<file path="src/rtl/rtc_calendar.sv">
// rtc_calendar: real-time clock/calendar with a CLK_HZ prescaler, Gregorian
// leap-year rules, validated loads, a 12-hour display view and one alarm.
//
// Ports:
//   clk, reset            system clock, async active-high reset
//   load, set_*           load request and time/date values (validated)
//   alarm_load            capture set_hour/set_min as the alarm time
//   alarm_en              alarm enable
//   hour..year            current time and date (registered)
//   disp_hour, pm         12-hour view, combinational from the registers
//   tick                  one-cycle pulse per second advance
//   load_err              one-cycle pulse when a load or alarm load is rejected
//   alarm_fire            one-cycle pulse when the alarm time is reached
module rtc_calendar #(
  parameter int unsigned CLK_HZ     = 1,
  parameter int unsigned YEAR_W     = 12,
  parameter int unsigned RESET_YEAR = 2020
) (
  input  logic              clk,
  input  logic              reset,
  input  logic              load,
  input  logic [4:0]        set_hour,
  input  logic [5:0]        set_min,
  input  logic [5:0]        set_sec,
  input  logic [4:0]        set_day,
  input  logic [3:0]        set_month,
  input  logic [YEAR_W-1:0] set_year,
  input  logic              alarm_load,
  input  logic              alarm_en,
  output logic [4:0]        hour,
  output logic [5:0]        min,
  output logic [5:0]        sec,
  output logic [4:0]        day,
  output logic [3:0]        month,
  output logic [YEAR_W-1:0] year,
  output logic [3:0]        disp_hour,
  output logic              pm,
  output logic              tick,
  output logic              load_err,
  output logic              alarm_fire
);

  localparam int unsigned PCNT_W = (CLK_HZ > 1) ? $clog2(CLK_HZ) : 1;
  localparam logic [PCNT_W-1:0] PCNT_MAX = PCNT_W'(CLK_HZ - 1);

  // Gregorian leap year; constant-divisor modulo resolves to plain logic
  function automatic logic is_leap(input logic [YEAR_W-1:0] y);
    logic [31:0] y32;
    y32 = 32'(y);
    return (((y32 % 32'd4) == 32'd0) && ((y32 % 32'd100) != 32'd0)) ||
           ((y32 % 32'd400) == 32'd0);
  endfunction

  // Days in month m of year y
  function automatic logic [4:0] dim(input logic [3:0] m, input logic [YEAR_W-1:0] y);
    logic [4:0] r;
    case (m)
      4'd4, 4'd6, 4'd9, 4'd11: r = 5'd30;
      4'd2:                    r = is_leap(y) ? 5'd29 : 5'd28;
      default:                 r = 5'd31;
    endcase
    return r;
  endfunction

  logic [PCNT_W-1:0] pcnt_q, pcnt_d;
  logic [4:0]        hour_q, hour_d;
  logic [5:0]        min_q, min_d;
  logic [5:0]        sec_q, sec_d;
  logic [4:0]        day_q, day_d;
  logic [3:0]        month_q, month_d;
  logic [YEAR_W-1:0] year_q, year_d;
  logic [4:0]        alarm_hour_q, alarm_hour_d;
  logic [5:0]        alarm_min_q, alarm_min_d;
  logic              tick_q, tick_d;
  logic              load_err_q, load_err_d;
  logic              alarm_fire_q, alarm_fire_d;

  logic              wrap;
  logic              set_valid;
  logic              alarm_valid;

  assign wrap = (pcnt_q == PCNT_MAX);

  // Load validation against the day count of the requested month/year
  always_comb begin
    set_valid = 1'b0;
    alarm_valid = 1'b0;
    set_valid = (set_hour <= 5'd23) && (set_min <= 6'd59) && (set_sec <= 6'd59) &&
                (set_month >= 4'd1) && (set_month <= 4'd12) &&
                (set_day >= 5'd1) && (set_day <= dim(set_month, set_year));
    alarm_valid = (set_hour <= 5'd23) && (set_min <= 6'd59);
  end

  // Next state: a valid load wins over a same-edge advance
  always_comb begin
    pcnt_d       = wrap ? '0 : pcnt_q + PCNT_W'(1);
    hour_d       = hour_q;
    min_d        = min_q;
    sec_d        = sec_q;
    day_d        = day_q;
    month_d      = month_q;
    year_d       = year_q;
    alarm_hour_d = alarm_hour_q;
    alarm_min_d  = alarm_min_q;
    tick_d       = 1'b0;
    alarm_fire_d = 1'b0;
    load_err_d   = (load && !set_valid) || (alarm_load && !alarm_valid);

    if (load && set_valid) begin
      pcnt_d  = '0;
      hour_d  = set_hour;
      min_d   = set_min;
      sec_d   = set_sec;
      day_d   = set_day;
      month_d = set_month;
      year_d  = set_year;
    end else if (wrap) begin
      tick_d = 1'b1;
      if (sec_q == 6'd59) begin
        sec_d = 6'd0;
        if (min_q == 6'd59) begin
          min_d = 6'd0;
          if (hour_q == 5'd23) begin
            hour_d = 5'd0;
            if (day_q >= dim(month_q, year_q)) begin
              day_d = 5'd1;
              if (month_q >= 4'd12) begin
                month_d = 4'd1;
                year_d  = year_q + YEAR_W'(1);
              end else begin
                month_d = month_q + 4'd1;
              end
            end else begin
              day_d = day_q + 5'd1;
            end
          end else begin
            hour_d = hour_q + 5'd1;
          end
        end else begin
          min_d = min_q + 6'd1;
        end
        // Only an advance onto second zero can match the alarm
        alarm_fire_d = alarm_en && (hour_d == alarm_hour_q) && (min_d == alarm_min_q);
      end else begin
        sec_d = sec_q + 6'd1;
      end
    end

    if (alarm_load && alarm_valid) begin
      alarm_hour_d = set_hour;
      alarm_min_d  = set_min;
    end
  end

  always_ff @(posedge clk or posedge reset) begin
    if (reset) begin
      pcnt_q       <= '0;
      hour_q       <= 5'd0;
      min_q        <= 6'd0;
      sec_q        <= 6'd0;
      day_q        <= 5'd1;
      month_q      <= 4'd1;
      year_q       <= YEAR_W'(RESET_YEAR);
      alarm_hour_q <= 5'd0;
      alarm_min_q  <= 6'd0;
      tick_q       <= 1'b0;
      load_err_q   <= 1'b0;
      alarm_fire_q <= 1'b0;
    end else begin
      pcnt_q       <= pcnt_d;
      hour_q       <= hour_d;
      min_q        <= min_d;
      sec_q        <= sec_d;
      day_q        <= day_d;
      month_q      <= month_d;
      year_q       <= year_d;
      alarm_hour_q <= alarm_hour_d;
      alarm_min_q  <= alarm_min_d;
      tick_q       <= tick_d;
      load_err_q   <= load_err_d;
      alarm_fire_q <= alarm_fire_d;
    end
  end

  // 12-hour view: 0 -> 12, 13..23 -> 1..11
  always_comb begin
    disp_hour = 4'(hour_q);
    if (hour_q == 5'd0) begin
      disp_hour = 4'd12;
    end else if (hour_q > 5'd12) begin
      disp_hour = 4'(hour_q - 5'd12);
    end
  end

  assign pm         = (hour_q >= 5'd12);
  assign hour       = hour_q;
  assign min        = min_q;
  assign sec        = sec_q;
  assign day        = day_q;
  assign month      = month_q;
  assign year       = year_q;
  assign tick       = tick_q;
  assign load_err   = load_err_q;
  assign alarm_fire = alarm_fire_q;

endmodule

</file>
<file path="config.mk">
export PLATFORM = sky130hd
export DESIGN_NAME = rtc_calendar
export DESIGN_NICKNAME = d
export VERILOG_FILES = /design/src/rtl/rtc_calendar.sv
export SDC_FILE = /design/constraint.sdc
export NUM_CORES = 1
export LEC_CHECK = 0
export CORE_MARGIN = 2
export CORE_UTILIZATION = 50
export CTS_CLUSTER_SIZE = 28
export DETAILED_ROUTE_END_ITERATION = 16
export PLACE_DENSITY = 0.77
export SKIP_CTS_REPAIR_TIMING = 1
export SLEW_MARGIN = 20
export SYNTH_ARGS = -nofsm -noshare
export SYNTH_HDL_FRONTEND = slang
export SYNTH_SLANG_ARGS = --single-unit
export TNS_END_PERCENT = 20
</file>
<file path="constraint.sdc">
create_clock -name clk -period 6.95 [get_ports clk]
set_input_delay 1.39 -clock clk [delete_from_list [all_inputs] [get_ports clk]]
set_output_delay 1.39 -clock clk [all_outputs]
set_load 0.005 [all_outputs]
</file>
==> out/metrics.cfg <==
[routing]
remaining_drc_errors = 0
wire_per_inst_um = 17.7
viasPerCell = 6.38
first_iter_violations = 732
final_antenna_net_count = 0
num_vias = 6784
drt_pre_antenna_iters = 5
drt_wl_total_um = 18800

[logic_synthesis]
yosysSeqAreaShare = 0.222
synth_async_sr_flop_share = 1.00
synth_top_area_cell = dfrtp_1
ys_ff_latch = 52
synth_cells = 778
yosys-top-cells-area = dfrtp_1 18%, a21oi_1 5.6%, nor2_1 4.9%, nand2_1 4.6%, o21ai_0 4.6%
synth_cell_type_count = 93
synth.most_common_cell = nor2_1
syn_nets = 841
synth_ff_type = dfrtp_1
synth_top_area_frac = 0.182
synth.top_cells.by_count = 77 x nor2_1, 72 x nand2_1, 66 x a21oi_1
avgSynthCellArea_um2 = 7.59
ys_warn_count = 0
synth_area_um2 = 5910
synth-edff-count = 0

[floorplan]
die_w_um = 113
ioPinCount = 89
num_rows = 39
initial_core_util = 0.515
core_area_um2 = 11500
die_area_um2 = 12700
die_h_um = 113

[sta]
fmax_mhz = 145
hold_violations = 0
period_needed_ps = 6910
drv_slew = 0
fin_crit_sh = 0.994
clock_skew_ps = 7.57
setup_slack_ps = 38.7
slew_headroom = 0.507
setup_violations = 0
tightestPinTransition_ps = 739
rsz0062_at_grt = true

[worst_setup_path]
crit_slowest_cell = or3_4
critPathMaxStageDelay_ps = 490
reg2reg_from = year[9]
arrival_ps = 7130
r2r_slack_ps = 530
crit_type = input pin to flip-flop
r2r-end = year[4]
crit_fanout = 7
cp-start-kind = input pin
required_ps = 7170
reg2reg_depth = 23
cp_common_cell = a21oi_1
crit_family = compound AO/OA/AOI/OAI gates
critPathCaptureType = flip-flop
critPathBufInv = 3

[clocking]
cts_made_buffers = 5
cts_sinks = 52
cts_buffer_depth = 2
cts_max_level = 2
root_buffer = clkbuf_16
cts_tree = done
clock_insertion_delay_worst_skew_ps = 300
clkTransAtPathRegs_ps = 70

[power_and_ir_drop]
total_power_w = 0.00301
ir_drop_uv = 490
leakage_nw = 3.14
power_density_nw_per_um2 = 377

[grt]
antenna_found_initial = 0
grt_max_degree = 53
grt_first_pass_wirelength_um = 29900
grt_usage = 0.278
gr-total-overflow = 0
grt_pass1_vias = 6295

[final_layout]
n_antenna_cell = 0
final_util = 0.695
drive_gt1_frac = 0.229
area_delta_synth_final_pct = 35.0
nNetsFinal = 982
n_fill_cell = 909
seq_area_um2 = 1310
multi_input_area_um2 = 4610

[placement]
hpwl_um = 13800
gp_congestion = 0.884
port_buffers = 88
place_worst_setup_slack_ps = -718

[worst_hold_path]
hp-class = flip-flop to flip-flop
min-delay-start = alarm_hour_q[3]
min_to = alarm_hour_q[3]
hold_path_depth = 1

[flow_run]
maxCapViolCount = 0

[status]
status = completed

state kept, by name, indices dropped and copies added, names as in the netlist:
register,cells
alarm_hour_q,5
alarm_min_q,6
min,6
load_err,1
alarm_fire,1
sec,6
year,12
tick,1
hour,5
day,5
month,4
metal layers:
layer	GRT usage	share of wire
met5	0	0
met4	0.0659	0.012
met3	0.0343	0.061
met2	0.469	0.50
met1	0.384	0.43
report_power, final:
| group | internal, W | total, W | switching [W] |
|---|---|---|---|
| Combinational | 0.00101 | 0.00214 | 0.00113 |
| Clock | 0.000133 | 0.000249 | 0.000116 |
| Sequential | 0.000407 | 0.000621 | 0.000214 |
cell usage in the layout (no fill, tap or decap), types with 9 or more instances in the layout:
master / netlist / layout
nor2_1: 77 / 70
nand4_1: 11 / 11
dfrtp_1: 43 / 43
a21oi_1: 66 / 61
buf_4: 0 / 88
o22ai_1: 12 / 12
mux2i_1: 13 / 11
inv_1: 32 / 31
nand2_1: 72 / 72
o31ai_1: 10 / 9
nand3_1: 30 / 29
mux2_2: 17 / 16
ha_1: 20 / 19
dfstp_2: 9 / 9
nor3_1: 24 / 22
o21ai_0: 54 / 49
clkdlybuf4s50_1: 0 / 83
xnor2_1: 20 / 20
metrics by stage:
step                TNS, ps  hold WS (ps)  instance area (um^2)  cells
global placement      -9170           510                  7440   1044
CTS                   -5930           529                  7580   1052
global route          -2320           552                  7980   1063
detailed placement   -17300           514                  7440   1044
finish                    0           528                  7980   1063
floorplan             -43.5           496                  5970    778
worst reg2reg max path, stage by stage, from the launching register on:
cell and delay [ps]:
dfstp_2 640, buf_4 230, o311ai_4 130, nor2_1 580
nor4_1 120, a311oi_1 550, o221ai_2 290, mux2i_4 310
o2111ai_4 200, a2111oi_0 590, or3_4 270, a22oi_4 100
mux2i_1 170, o311a_1 370, a211oi_2 290, ha_1 160
nand2b_1 90, a21oi_1 80, nor2_1 290, nor2_2 90
or3_4 450, a21oi_2 150, nor2_1 50, a21oi_1 140
cells by family (layout without fill, tap and decap cells):
group                      after synthesis  in the layout  share of synthesized area
DFF                                     52             52                      0.222
adders and majority gates               21             21                     0.0441
muxes                                   31             31                     0.0582
buffers and inverters                   81            222                     0.0561
and+or+nand+nor                        295            296                      0.250
AOI/OAI and AO/OA                      270            270                      0.325
xor gates and xnor gates                28             28                     0.0451
area by class of cell:
| type | instances | area share |
|---|---|---|
| Multi-Input combinational cell | 646 | 0.578 |
| Timing Repair Buffer | 181 | 0.201 |
| Sequential cell | 52 | 0.165 |
| Tap cell | 143 | 0.0224 |
| Inverter | 33 | 0.0158 |
| Clock buffer | 5 | 0.0157 |
| Clock inverter | 3 | 0.00220 |
worst max path at each step:
stage	end	slack, ps	startpoint	cells past startpoint
after global routing	year[4]	-240	set_year[7]	30
after detailed placement	year[4]	-720	set_year[8]	30
final	year[4]	40	set_year[7]	30
after global placement	year[4]	-510	set_year[8]	30
after floorplan	sec[0]	-10	set_year[9]	29
after CTS	year[4]	-440	set_year[8]	30
Note: power is estimated with default switching activity, not from simulation.
